--- src/rtl/mipi_raw10_pkg.sv ---
// Shared RAW10 definitions: group geometry and the 4-pixel -> 5-byte packing
// function, reused as the reference model by the depacker bench.
package mipi_raw10_pkg;

  localparam int RAW10_PIX_W         = 10;
  localparam int RAW10_PIX_PER_GRP   = 4;
  localparam int RAW10_BYTES_PER_GRP = 5;

  // Input {P3,P2,P1,P0}; output byte0 at [7:0] is the first byte on the wire.
  // Bytes 0..3 are the pixel MSBs, byte 4 gathers the four 2-bit LSB pairs.
  function automatic logic [39:0] raw10_pack_group(input logic [39:0] pix);
    logic [39:0] grp;
    grp = '0;
    for (int p = 0; p < RAW10_PIX_PER_GRP; p++) begin
      grp[8*p +: 8]      = pix[RAW10_PIX_W*p + 2 +: 8];
      grp[32 + 2*p +: 2] = pix[RAW10_PIX_W*p +: 2];
    end
    return grp;
  endfunction

endpackage

--- src/rtl/mipi_tx_raw10_packer.sv ---
// RAW10 transmit packer: 40-bit pixel beats in, 32-bit CSI-2 byte words out.
// An 8-byte staging buffer absorbs the 5-into-4 rate mismatch; the input
// stalls one cycle in five when the buffer is full, and the line end flushes
// a short, padded final word.
module mipi_tx_raw10_packer
  import mipi_raw10_pkg::*;
#(
  parameter logic [7:0] PAD_BYTE = 8'h00
) (
  input  logic        clk_i,
  input  logic        reset_i,
  input  logic        data_valid_i,
  input  logic [39:0] data_i,
  input  logic        data_last_i,
  output logic        data_ready_o,
  output logic        output_valid_o,
  output logic [31:0] output_o,
  output logic [2:0]  output_bytes_o,
  output logic        output_last_o
);

  logic [63:0] buf_q, buf_n;
  logic [3:0]  cnt_q, cnt_n;
  logic        flush_q, flush_n;
  logic        ov_n, ol_n;
  logic [31:0] od_n;
  logic [2:0]  ob_n;
  logic        accept;
  logic [39:0] grp;
  logic [5:0]  sh;

  assign data_ready_o = !flush_q && (cnt_q != 4'd8);
  assign accept       = data_valid_i && data_ready_o;
  assign grp          = raw10_pack_group(data_i);

  // Next-state for buffer, count and output word: emit from the current
  // contents first, then append the new group behind whatever remains.
  always_comb begin
    buf_n   = buf_q;
    cnt_n   = cnt_q;
    flush_n = flush_q;
    ov_n    = 1'b0;
    ol_n    = 1'b0;
    od_n    = output_o;
    ob_n    = output_bytes_o;
    sh      = '0;

    if (flush_q && cnt_q <= 4'd4) begin
      // Final word of the line; a count of exactly 4 yields a full last word.
      if (cnt_q != 4'd0) begin
        ov_n = 1'b1;
        ol_n = 1'b1;
        ob_n = cnt_q[2:0];
        for (int i = 0; i < 4; i++) begin
          od_n[8*i +: 8] = (4'(i) < cnt_q) ? buf_q[8*i +: 8] : PAD_BYTE;
        end
      end
      buf_n   = '0;
      cnt_n   = 4'd0;
      flush_n = 1'b0;
    end else if (cnt_q >= 4'd4) begin
      ov_n  = 1'b1;
      ob_n  = 3'd4;
      od_n  = buf_q[31:0];
      buf_n = buf_q >> 32;
      cnt_n = cnt_q - 4'd4;
    end

    if (accept) begin
      // Remaining count is at most 3 here, so the group always fits.
      sh      = {cnt_n[2:0], 3'b000};
      buf_n   = buf_n | ({24'd0, grp} << sh);
      cnt_n   = cnt_n + 4'(RAW10_BYTES_PER_GRP);
      flush_n = data_last_i;
    end
  end

  // State and output registers; reset drops any partially buffered line.
  always_ff @(posedge clk_i) begin
    if (reset_i) begin
      buf_q          <= '0;
      cnt_q          <= '0;
      flush_q        <= 1'b0;
      output_valid_o <= 1'b0;
      output_o       <= '0;
      output_bytes_o <= '0;
      output_last_o  <= 1'b0;
    end else begin
      buf_q          <= buf_n;
      cnt_q          <= cnt_n;
      flush_q        <= flush_n;
      output_valid_o <= ov_n;
      output_o       <= od_n;
      output_bytes_o <= ob_n;
      output_last_o  <= ol_n;
    end
  end

endmodule

--- config.mk ---
export PLATFORM = sky130hd
export DESIGN_NAME = mipi_tx_raw10_packer
export DESIGN_NICKNAME = d
export VERILOG_FILES = /design/src/rtl/mipi_raw10_pkg.sv /design/src/rtl/mipi_tx_raw10_packer.sv
export SDC_FILE = /design/constraint.sdc
export NUM_CORES = 1
export LEC_CHECK = 0
export CAP_MARGIN = 20
export CELL_PAD_IN_SITES_DETAIL_PLACEMENT = 0
export CELL_PAD_IN_SITES_GLOBAL_PLACEMENT = 2
export CORE_ASPECT_RATIO = 1.4
export CORE_MARGIN = 2
export CORE_UTILIZATION = 35
export DETAILED_ROUTE_END_ITERATION = 12
export PLACE_DENSITY = 0.92
export SLEW_MARGIN = 0
export SYNTH_ARGS = -nofsm -noshare
export SYNTH_HDL_FRONTEND = slang
export SYNTH_SLANG_ARGS = --single-unit
--- constraint.sdc ---
create_clock -name clk_i -period 4.71 [get_ports clk_i]
set_clock_uncertainty 0.15 [all_clocks]
set_input_delay 0.942 -clock clk_i [delete_from_list [all_inputs] [get_ports clk_i]]
set_output_delay 0.942 -clock clk_i [all_outputs]
set_load 0.01 [all_outputs]
Word level (Yosys, flattened, before mapping)
Cells that the tools add are included.
W data, S select, Z words.
- register bits after elaboration: 106
- bits of input ports: 44
- output and inout port bits: 38
- logic and storage cells: 50
- add/subtract/negate cells: 2
- order comparisons: 6
- eq/ne operators: 2
- shift operators: 1
- mux-type cells: 21
- bitwise gates (word level): 2
- reductions and logical operators: 9
- operators with widths (kind ; count):
    $mux W64 ; 3
    $mux W32 ; 3
    $or A64 B64 Y64 ; 1
    $shl A40 B6 Y64 ; 1
    $mux W8 ; 4
    $mux W4 ; 3
    $mux W3 ; 3
    $lt A1 B4 Y1 const A ; 2
    $lt A2 B4 Y1 const A ; 2
    $mux W1 ; 5
    $add A4 B3 Y4 const B ; 1
    $ge A4 B3 Y1 const B ; 1
    $le A4 B3 Y1 const B ; 1
    $ne A4 B4 Y1 const B ; 1
    $reduce_bool A2 Y1 ; 2
    $reduce_bool A4 Y1 ; 1
    $sub A4 B3 Y4 const B ; 1
    $logic_and A1 B1 Y1 ; 3
    $ne A2 B1 Y1 const B ; 1
    $reduce_and A2 Y1 ; 1
    $reduce_or A2 Y1 ; 1
    $logic_not A1 Y1 ; 1
    $not A1 Y1 ; 1

Logic depth before layout (Yosys ltp)
Gate-level depths: netlist (run 1).
- depth in word-level cells: 6
- mapped depth: 9
- depth with buffers taken out: 5

Worst setup path before layout (run 1)
No wires, ideal clock.
- path kind: input to register
- start: input reset_i
- end: register buf_q[1]
- arrival: 2.049 ns
- data required time: 4.490 ns
- path slack: 2.441 ns
- cell stages on the path: 6
- buffers on the path: 2
- cell sequence: clkbuf_1 -> or3_1 -> nand2b_1 -> buf_4 -> nor2_8 -> o2bb2ai_1
- RTL lines (item ; RTL line ; RTL):
    start: declaration ; mipi_tx_raw10_packer.sv:11 ; input logic reset_i,
    end signal: assignment ; mipi_tx_raw10_packer.sv:89 ; buf_q <= buf_n;
    end: declaration ; mipi_tx_raw10_packer.sv:22 ; logic [63:0] buf_q, buf_n;

Worst setup path after layout (run 1)
- start: register cnt_q[3]
- end: output data_ready_o
- longest elaborated chain between the ends: 2
- ends and longest elaborated chain (item ; RTL line ; RTL):
    start: declaration ; mipi_tx_raw10_packer.sv:23 ; logic [3:0] cnt_q, cnt_n;
    start signal: assignment ; mipi_tx_raw10_packer.sv:90 ; cnt_q <= cnt_n;
    $ne A4 B4 Y1 ; mipi_tx_raw10_packer.sv:32 ; assign data_ready_o = !flush_q && (cnt_q != 4'd8);
    $logic_and A1 B1 Y1 ; mipi_tx_raw10_packer.sv:32 ;
    end: declaration ; mipi_tx_raw10_packer.sv:15 ; output logic data_ready_o,
Every way passes these cells.

==> metrics.md, run 1 <==
| Metric | Value |
|---|---|
| Status | `completed` |
| Library cells used by synthesis | `51` |
| Initial antenna violation count | `0` |
| Design area | `approximately 0.0066 mm2` |
| Largest net degree at the start of global routing | `41` |
| Final setup margin | `1.00 ns` |
| Max-Cap Viols | `0` |
| Max Root-Sink Buffers | `2` |
| F_max | `about 0.27 GHz` |
| Register-to-Register Path Depth | `7` |
| DRT antenna net count | `0` |
| Port Buffers | `just over 80` |
| Hold Violations, Final | `0` |
| Mean Syn Cell Area | `between 8 and 9 um2` |
| TritonCTS Buffers | `9` |
| Final core occ | `a little over two fifths` |
| Fin crit period | `~3.7 ns` |
| Area contributors post-synth | `dfxtp_1, mux2i_1, a21oi_1, a22oi_1, nand2_1` |
| Internal | `about 1.5 mW` |
| Final setup viols | `0` |
| Synth top area share | `39.3%` |
| Fin Setup TNS | `0 ns` |
| Reg-to-Reg End | `buf_q[32]$_SDFF_PP0_` |
| Place WS | `about 1.4 ns` |
| P_sw | `approximately 640 uW` |
| Drt via density | `a little over 6` |
| Crit Reg-Reg Startpoint | `cnt_q[2]$_SDFF_PP0_` |
| Hold_sp | `output_o[1]$_SDFFE_PP0P_` |
| Worst vdd ir | `approximately 160 uV` |
| Detailed Routing Iterations Pass 1 | `7` |
| Power per cell area | `approximately 320 mW/mm2` |
| Root Buffer | `clkbuf_16` |
| Area Growth Syn to Fin | `22.6%` |
| Ports | `82` |
| CTS tree | `built` |
| Die Y | `around 150 um` |
| Area occupied by multi-input gates | `roughly 0.003 mm2` |
| Die extent in x | `approximately 110 um` |
| Post-Syn Instances | `630` |
| Hold Path Depth | `2` |
| Cts hold-fix bufs | `0` |
| Worst-Skew Late Latency | `0.35 ns` |
| Filler instances | `~1500` |
| All-Layer GR Usage | `23.5%` |
| Worst setup SP type | `flop` |
| CTS sink count | `106` |
| Crit share post-route | `78.7%` |
| Worst Hold End | `output_o[1]$_SDFFE_PP0P_` |
| Diodes inserted | `0` |
| R2R Setup Slk | `~1.5 ns` |
| RSZ-0062 raised after global routing | `no` |
| WP data required | `between 3 and 4 ns` |
| Flip-flop and latch area | `~0.0021 mm2` |
| DR WL/cell | `approximately 22 um` |
| DP Area | `0.00632 mm2` |
| Area leader, netlist | `dfxtp_1` |
| First-pass GRT wire length | `between 20000 and 30000 um` |
| Final slew viol count | `0` |
| Setup CP Type | `flop to output pin` |
| Vias in the first global route | `between 5000 and 6000` |
| Logic pwr share | `a little under a fifth` |
| HPWL Detailed | `13800 um` |
| Resized cells post-CTS | `0` |
| Dpl cells | `~860` |
| Layout Cells excl Fill | `880` |
| Synthesis Warnings | `0` |
| Synth Register Bits | `106` |
| Design Power | `approximately 2.1 mW` |
| Iter 0 DRT Violations | `~560` |
| Flop pwr share | `a little under half` |
| Slew @ Worst Pin | `0.971 ns` |
| Max-slew headroom | `around a third` |
| DR DRC count | `0` |
| Setup crit end kind | `output pin` |
| Clock share of power | `34.6%` |
| Total congestion overflow | `0` |
| H-tree lvl count | `3` |
| Max FO, Critical Path | `22` |
| Share of cells above drive strength 1 | `8.58%` |
| Vias | `5372` |
| WHS | `~0.3 ns` |
| Initial Util | `around 36%` |
| Commonest non-fill, non-tap cells in the layout | `dfxtp_1, clkdlybuf4s50_1, a21oi_1` |
| Die area | `between 0.015 and 0.02 mm2` |
| Sequential fraction of the synthesis area | `between 30 and 40%` |
| Detailed-route wire length | `just under 20000 um` |
| Hold Crit Class | `flop to flop` |
| Leading cell type in the layout, fill and taps excluded | `dfxtp_1` |
| Net Sw Frac | `between 30% and 40%` |
| Leakage Power | `~2.3 nW` |
| Arrival time at the worst endpoint | `between 2 and 3 ns` |
| Reg clk slew, reported paths | `0.07 ns` |
| Setup bufs post-CTS | `0` |
| Core area | `around 0.015 mm2` |
| # rows | `53` |
| Nets | `~730` |
| Mapped Area | `0.00540 mm2` |
| Final Wtd Congestion | `slightly above 0.9` |
| Mapped Nets | `a little under 700` |
[synth_stat cells, drive strengths merged]
master	count
or2	2
clkbuf	21
a222oi	9
o21bai	1
o21ai	41
a211oi	6
a2bb2oi	5
o22ai	26
a211o	1
nand2b	5
nor2	51
mux2i	45
a21boi	1
buf	34
a221o	7
a311oi	4
inv	7
xnor2	2
or3b	1
dfxtp	106
and3	9
a31oi	4
or3	1
o221ai	4
a22oi	45
a21oi	70
o31ai	1
o2bb2ai	8
a32o	11
nor3b	1
nor3	4
o32a	4
mux2	13
nand3	10
nor4	1
nor2b	6
nand2	61
and2	2
[power by group through the flow]
stage / combinational [mW] / clock (mW) / sequential (mW)
floorplan: 0.246 / 0 / 0.994
global placement: 0.398 / 0 / 1.01
detailed placement: 0.403 / 0 / 1.01
CTS: 0.405 / 0.752 / 0.990
global route: 0.439 / 0.783 / 0.995
finish: 0.410 / 0.740 / 0.989
[state kept, by name, indices dropped and copies added, names as in the netlist]
name	cells
cnt_q	4
output_last_o	1
output_o	32
output_bytes_o	3
flush_q	1
buf_q	64
output_valid_o	1
[worst max-delay path, stage by stage (launching register included)]
cell             delay [ns]
dfxtp_1                0.84
nor2b_1                0.76
a21oi_1                0.15
clkdlybuf4s50_1        0.53
[how the worst max path moves through the flow]
stage	start	endpoint	slack (ns)
3_5_place_dp	cnt_q[3]$_SDFF_PP0_	data_ready_o	1.42
6_report	cnt_q[3]$_SDFF_PP0_	data_ready_o	1.00
3_3_place_gp	cnt_q[3]$_SDFF_PP0_	data_ready_o	1.48
4_1_cts	cnt_q[3]$_SDFF_PP0_	data_ready_o	1.02
2_1_floorplan	reset_i	buf_q[1]$_SDFF_PP0_	2.44
5_1_grt	cnt_q[3]$_SDFF_PP0_	data_ready_o	0.85
[area by class of cell]
class / count / share of cell area [%]
Clock inverter: 6 / 0.738
Inverter: 7 / 0.397
Clock buffer: 10 / 3.61
Timing Repair Buffer: 97 / 14.3
Multi-Input combinational cell: 462 / 45.2
Sequential cell: 106 / 32.1
Tap cell: 192 / 3.63
[logic make-up (layout without fill, tap and decap cells)]
kind of cell,after synthesis,after routing,share of synthesized area [%]
multiplexers,58,58,11.1
flip-flops,106,106,39.3
AND/OR/NAND/NOR,154,154,13.0
buffers and inverters,62,120,5.33
AO/OA/AOI/OAI,248,248,30.9
XOR/XNOR,2,2,0.325
[metal layers]
metal / GRT usage [%] / wire length (um) / up-vias
li1: - / - / 2480
met2: 38.0 / 9150 / 283
met5: 0 / 0 / -
met4: 12.2 / 827 / 0
met3: 3.36 / 1290 / 52
met1: 30.1 / 8030 / 2557
Note: power is estimated with default switching activity, not from simulation.
==> run 2: changes to the inputs <==
CORE_UTILIZATION = 29   (was 35)
PLACE_DENSITY = 0.82   (was 0.92)
clock period = 3.1 ns   (was 4.71 ns; I/O delays follow)
==> run 2 against run 1 <==
Effect of this change:
- critical path depth grew 2
- register-to-register slack lost 1.3 ns
- power grew 55%
- wire length grew 7.1%
- critical path type is now flop to flop
- via count shrank 0.97%
- cell count grew 7.5%
==> metrics.md, run 2 (synthesis results as in run 1) <==
| Metric | Value |
|---|---|
| All-Layer GR Usage | `between 20% and 30%` |
| Setup crit end kind | `flop` |
| Hold Crit Class | `flop to flop` |
| Die area | `~0.020 mm2` |
| WP data required | `3.19 ns` |
| Leading cell type in the layout, fill and taps excluded | `dfxtp_1` |
| Diodes inserted | `0` |
| Logic pwr share | `between 10% and 20%` |
| Ports | `82` |
| Die Y | `approximately 170 um` |
| Largest registers | `buf_q (64), output_o (32), cnt_q (4)` |
| Slew @ Worst Pin | `1.03 ns` |
| Setup CP Type | `flop to flop` |
| F_max | `around 0.35 GHz` |
| Initial Util | `~29%` |
| Max Root-Sink Buffers | `2` |
| Nets | `741` |
| Number of flip-flops in the largest register | `64` |
| Final slew viol count | `0` |
| Die extent in x | `around 120 um` |
| Cts hold-fix bufs | `0` |
| CTS tree | `built` |
| DP Area | `approximately 0.0065 mm2` |
| Vias in the first global route | `between 5000 and 6000` |
| Buf/Inv on CP | `0` |
| Iter 0 DRT Violations | `roughly 420` |
| Max-Cap Viols | `0` |
| Met2 Resource Use GR | `35.5%` |
| H-tree lvl count | `3` |
| Root Buffer | `clkbuf_16` |
| DR WL/cell | `between 20 and 25 um` |
| Max FO, Critical Path | `22` |
| Final setup viols | `0` |
| Worst setup SP type | `flop` |
| Detailed-route wire length | `approximately 21000 um` |
| Most crowded layer after global routing | `met2` |
| # rows | `around 60` |
| Hold Violations, Final | `0` |
| Flip-flop and latch area | `between 0.002 and 0.0025 mm2` |
| Arrival time at the worst endpoint | `around 3.0 ns` |
| Detailed Routing Iterations Pass 1 | `6` |
| Worst-Skew Late Latency | `between 0.3 and 0.4 ns` |
| Vias | `approximately 5300` |
| P_sw | `approximately 1.0 mW` |
| Slowest stage delay, CP | `0.81 ns` |
| Power per cell area | `slightly below 500 mW/mm2` |
| Max-slew headroom | `roughly 30%` |
| Commonest non-fill, non-tap cells in the layout | `dfxtp_1, clkdlybuf4s50_1, a21oi_1` |
| Final Wtd Congestion | `between 0.9 and 1` |
| Internal | `2.28 mW` |
| Most flop-heavy register | `buf_q` |
| TritonCTS Buffers | `9` |
| Drt via density | `5.62` |
| Delay-heaviest family, CP | `flip-flops` |
| DR DRC count | `0` |
| WHS | `0.305 ns` |
| Share of cells above drive strength 1 | `around 10%` |
| Setup bufs post-CTS | `0` |
| RSZ-0062 raised after global routing | `no` |
| Status | `completed` |
| Initial antenna violation count | `0` |
| Resized cells post-CTS | `0` |
| Crit-path slowest cell | `dfxtp_1` |
| Layout Cells excl Fill | `946` |
| Area occupied by multi-input gates | `0.00299 mm2` |
| Worst vdd ir | `approximately 220 uV` |
| DRT antenna net count | `0` |
| Reg clk slew, reported paths | `~0.08 ns` |
| Fin crit period | `2.89 ns` |
| Total congestion overflow | `0` |
| Area Growth Syn to Fin | `25.7%` |
| HPWL Detailed | `15400 um` |
| Filler instances | `1909` |
| Dpl cells | `930` |
| Port Buffers | `just over 80` |
| Flop pwr share | `~45%` |
| Design Power | `3.31 mW` |
| Global-route track usage on met1 | `between 20% and 30%` |
| Fin Setup TNS | `0 ns` |
| CTS sink count | `between 100 and 150` |
| Met3 Use GR | `~3.4%` |
| Largest net degree at the start of global routing | `41` |
| Leakage Power | `2.35 nW` |
| Worst-path cell chain | `nor3b_2, nor2_2, mux2_2, o21ai_0, o22ai_1` |
| First-pass GRT wire length | `between 30000 and 40000 um` |
| Crit share post-route | `a little over 90%` |
| Net Sw Frac | `31.2%` |
| Clock share of power | `about a third` |
| Design area | `slightly below 0.007 mm2` |
| Core area | `0.0184 mm2` |
[run 2: power by group through the flow]
stage	logic (mW)	registers (mW)	clock network [mW]
6_report	0.658	1.49	1.16
5_1_grt	0.703	1.50	1.24
4_1_cts	0.652	1.49	1.19
3_5_place_dp	0.649	1.52	0
3_3_place_gp	0.646	1.52	0
2_1_floorplan	0.374	1.51	0
[run 2: worst min-delay path, stage by stage (launching register included)]
cell     delay [ns]
dfxtp_1        0.31
nand2_1        0.05
a21oi_1        0.05
[run 2: through the flow]
step	setup WS, ns	utilization, %
after CTS	0.269	36.9
after global placement	0.254	35.3
final	0.209	36.9
after global routing	0.0548	36.9
after floorplan	1.14	-
after detailed placement	0.278	35.3
[run 2: area by class of cell]
cell class	count	area share, %
clock buffers	9	3.32
inverters	7	0.387
flip-flops and latches	106	31.3
clock inverters	7	1.01
multi-input cells	462	44.1
repair buffers	111	15.4
well taps	244	4.50
[run 2: worst paths after layout]
check | end | startpoint | slack [ns] | cells past startpoint
max | buf_q[29]$_SDFF_PP0_ | cnt_q[3]$_SDFF_PP0_ | 0.21 | 5
min | output_o[0]$_SDFFE_PP0P_ | output_o[0]$_SDFFE_PP0P_ | 0.31 | 2
max reg2reg | buf_q[29]$_SDFF_PP0_ | cnt_q[3]$_SDFF_PP0_ | 0.21 | 5
min reg2reg | output_o[0]$_SDFFE_PP0P_ | output_o[0]$_SDFFE_PP0P_ | 0.31 | 2
[run 2: per-layer routing]
metal / vias up / routed length [um]
li1: 2516 / -
met2: 211 / 9830
met1: 2539 / 8620
met4: 0 / 1180
met3: 54 / 1040
met5: - / 0
==> run 3: changes to the inputs <==
CORE_UTILIZATION = 33   (was 29)
PLACE_DENSITY = 0.88   (was 0.82)
clock period = 3.05 ns   (was 3.1 ns; I/O delays follow)
==> run 3 against run 2 <==
Effect of this change:
- combinational power rose by 2%
- setup slack improved by 0.053 ns
- wire length is essentially flat
- critical path depth unchanged
- register-to-register slack better by 0.24 ns
- die area is 12% lower
- clock-buffer cell count is the same
- sequential power about the same
- non-clock buffer count up 4
- sequential cell count stayed put
- highest routed layer unchanged
==> metrics.md, run 3 (synthesis results as in run 1) <==
| Metric | Value |
|---|---|
| R2R Setup Slk | `about 0.45 ns` |
| Setup crit end kind | `output pin` |
| CTS sink count | `between 100 and 150` |
| Area Growth Syn to Fin | `24.9%` |
| Root Buffer | `clkbuf_16` |
| Setup bufs post-CTS | `0` |
| Power per cell area | `about 500 mW/mm2` |
| Area occupied by multi-input gates | `approximately 0.003 mm2` |
| Final slew viol count | `0` |
| Core area | `roughly 0.016 mm2` |
| Max-slew headroom | `about 38%` |
| Initial Util | `33.5%` |
| F_max | `0.359 GHz` |
| Vias in the first global route | `5360` |
| Reg-to-Reg End | `buf_q[55]$_SDFF_PP0_` |
| DP Area | `approximately 0.0064 mm2` |
| Number of flip-flops in the largest register | `64` |
| Slew @ Worst Pin | `around 0.93 ns` |
| Die extent in x | `about 110 um` |
| Hold Violations, Final | `0` |
| Crit Reg-Reg Startpoint | `cnt_q[3]$_SDFF_PP0_` |
| Logic pwr share | `20.1%` |
| Vias | `5442` |
| Clock share of power | `34.5%` |
| Crit path capture | `data_ready_o` |
| # rows | `55` |
| Worst-Skew Late Latency | `0.35 ns` |
| Worst vdd ir | `roughly 230 uV` |
| Final Wtd Congestion | `0.974` |
| H-tree lvl count | `3` |
| Design area | `approximately 0.0067 mm2` |
| Iter 0 DRT Violations | `roughly 450` |
| Cts hold-fix bufs | `0` |
| Layout Cells excl Fill | `approximately 910` |
| DR DRC count | `0` |
| Reg clk slew, reported paths | `0.08 ns` |
| Design Power | `3.34 mW` |
| Die area | `between 0.015 and 0.02 mm2` |
| Final setup viols | `0` |
| Initial antenna violation count | `0` |
| Arrival time at the worst endpoint | `roughly 2 ns` |
| Commonest non-fill, non-tap cells in the layout | `dfxtp_1, clkdlybuf4s50_1, a21oi_1` |
| Drt via density | `around 6` |
| Setup CP Type | `flop to output pin` |
| Nets | `745` |
| HPWL Detailed | `15100 um` |
| Critical Path Source | `cnt_q[2]$_SDFF_PP0_` |
| Resized cells post-CTS | `0` |
| Share of cells above drive strength 1 | `a little over a tenth` |
| DRT antenna net count | `0` |
| Total congestion overflow | `0` |
| Internal | `roughly 2.3 mW` |
| Diodes inserted | `0` |
| Fin crit period | `2.79 ns` |
| All-Layer GR Usage | `around a quarter` |
| Fin Setup TNS | `0 ns` |
| Die Y | `~160 um` |
| Filler instances | `about 1600` |
| Hold Crit Class | `flop to flop` |
| WP data required | `2.29 ns` |
| Largest net degree at the start of global routing | `36` |
| CTS tree | `built` |
| Status | `completed` |
| DR WL/cell | `~23 um` |
| Register-to-Register Path Depth | `6` |
| Net Sw Frac | `30.9%` |
| P_sw | `1.03 mW` |
| Flop pwr share | `between 40% and 50%` |
| Flip-flop and latch area | `between 0.002 and 0.0025 mm2` |
| Largest registers | `buf_q (64), output_o (32), cnt_q (4)` |
| Detailed Routing Iterations Pass 1 | `7` |
| Crit share post-route | `91.4%` |
| Most flop-heavy register | `buf_q` |
| Leakage Power | `between 2 and 2.5 nW` |
| Max Root-Sink Buffers | `2` |
| Max-Cap Viols | `0` |
| Leading cell type in the layout, fill and taps excluded | `dfxtp_1` |
| Final core occ | `41.8%` |
| TritonCTS Buffers | `9` |
| RSZ-0062 raised after global routing | `no` |
| Worst setup SP type | `flop` |
| Max FO, Critical Path | `11` |
| Port Buffers | `between 80 and 90` |
| First-pass GRT wire length | `31800 um` |
| Dpl cells | `between 800 and 900` |
| Ports | `slightly above 80` |
| Detailed-route wire length | `20700 um` |
==> run 3: changes by cell type in the layout (fill, tap and decap cells not counted) <==
cell	change
inv_6	+1
buf_4	+5
clkinv_4	-1
inv_8	-2
buf_12	-1
clkinvlp_4	+2
==> run 3: metal layers <==
| metal | vias to the layer above | part of all wire (%) | global-route usage (%) |
|---|---|---|---|
| li1 | 2519 | - | - |
| met1 | 2595 | 42 | 29.2 |
| met2 | 257 | 46 | 38.3 |
| met3 | 71 | 5.7 | 3.93 |
| met4 | 0 | 7.0 | 15.0 |
| met5 | - | 0 | 0 |
==> run 3: power groups by stage <==
stage / logic (mW) / clock network, mW / registers, mW
after CTS: 0.663 / 1.17 / 1.51
after floorplan: 0.381 / 0 / 1.53
after detailed placement: 0.661 / 0 / 1.55
after global routing: 0.719 / 1.23 / 1.52
final: 0.671 / 1.15 / 1.51
after global placement: 0.656 / 0 / 1.54
==> run 3: layout make-up <==
| type | count | area share, % |
|---|---|---|
| Tap cell | 199 | 3.70 |
| Sequential cell | 106 | 31.5 |
| Clock buffer | 9 | 3.34 |
| Inverter | 7 | 0.390 |
| Clock inverter | 7 | 0.910 |
| Multi-Input combinational cell | 462 | 44.4 |
| Timing Repair Buffer | 115 | 15.8 |
==> run 3: how the worst min path moves through the flow <==
| stage | startpoint | end | slack, ns | cells past startpoint |
|---|---|---|---|---|
| global placement | output_o[6]$_SDFFE_PP0P_ | output_o[6]$_SDFFE_PP0P_ | 0.29 | 2 |
| floorplan | buf_q[32]$_SDFF_PP0_ | buf_q[32]$_SDFF_PP0_ | 0.27 | 2 |
| finish | output_o[7]$_SDFFE_PP0P_ | output_o[7]$_SDFFE_PP0P_ | 0.30 | 2 |
| detailed placement | output_o[7]$_SDFFE_PP0P_ | output_o[7]$_SDFFE_PP0P_ | 0.30 | 2 |
| global route | output_o[1]$_SDFFE_PP0P_ | output_o[1]$_SDFFE_PP0P_ | 0.33 | 2 |
| CTS | output_o[7]$_SDFFE_PP0P_ | output_o[7]$_SDFFE_PP0P_ | 0.30 | 2 |
==> run 3: worst max-delay path, cell delays in order, from the launching register on <==
cell and delay (ns):
dfxtp_1 0.50, buf_4 0.23, nor2b_1 0.05, buf_4 0.17, a21oi_1 0.15, clkdlybuf4s50_1 0.56
==> run 3: metrics by stage <==
step                      setup slack (ns)  hold slack, ns
after CTS                            0.272           0.304
after global routing                 0.148           0.330
final                                0.262           0.304
after detailed placement             0.442           0.295
after global placement               0.492           0.291
after floorplan                       1.09           0.275
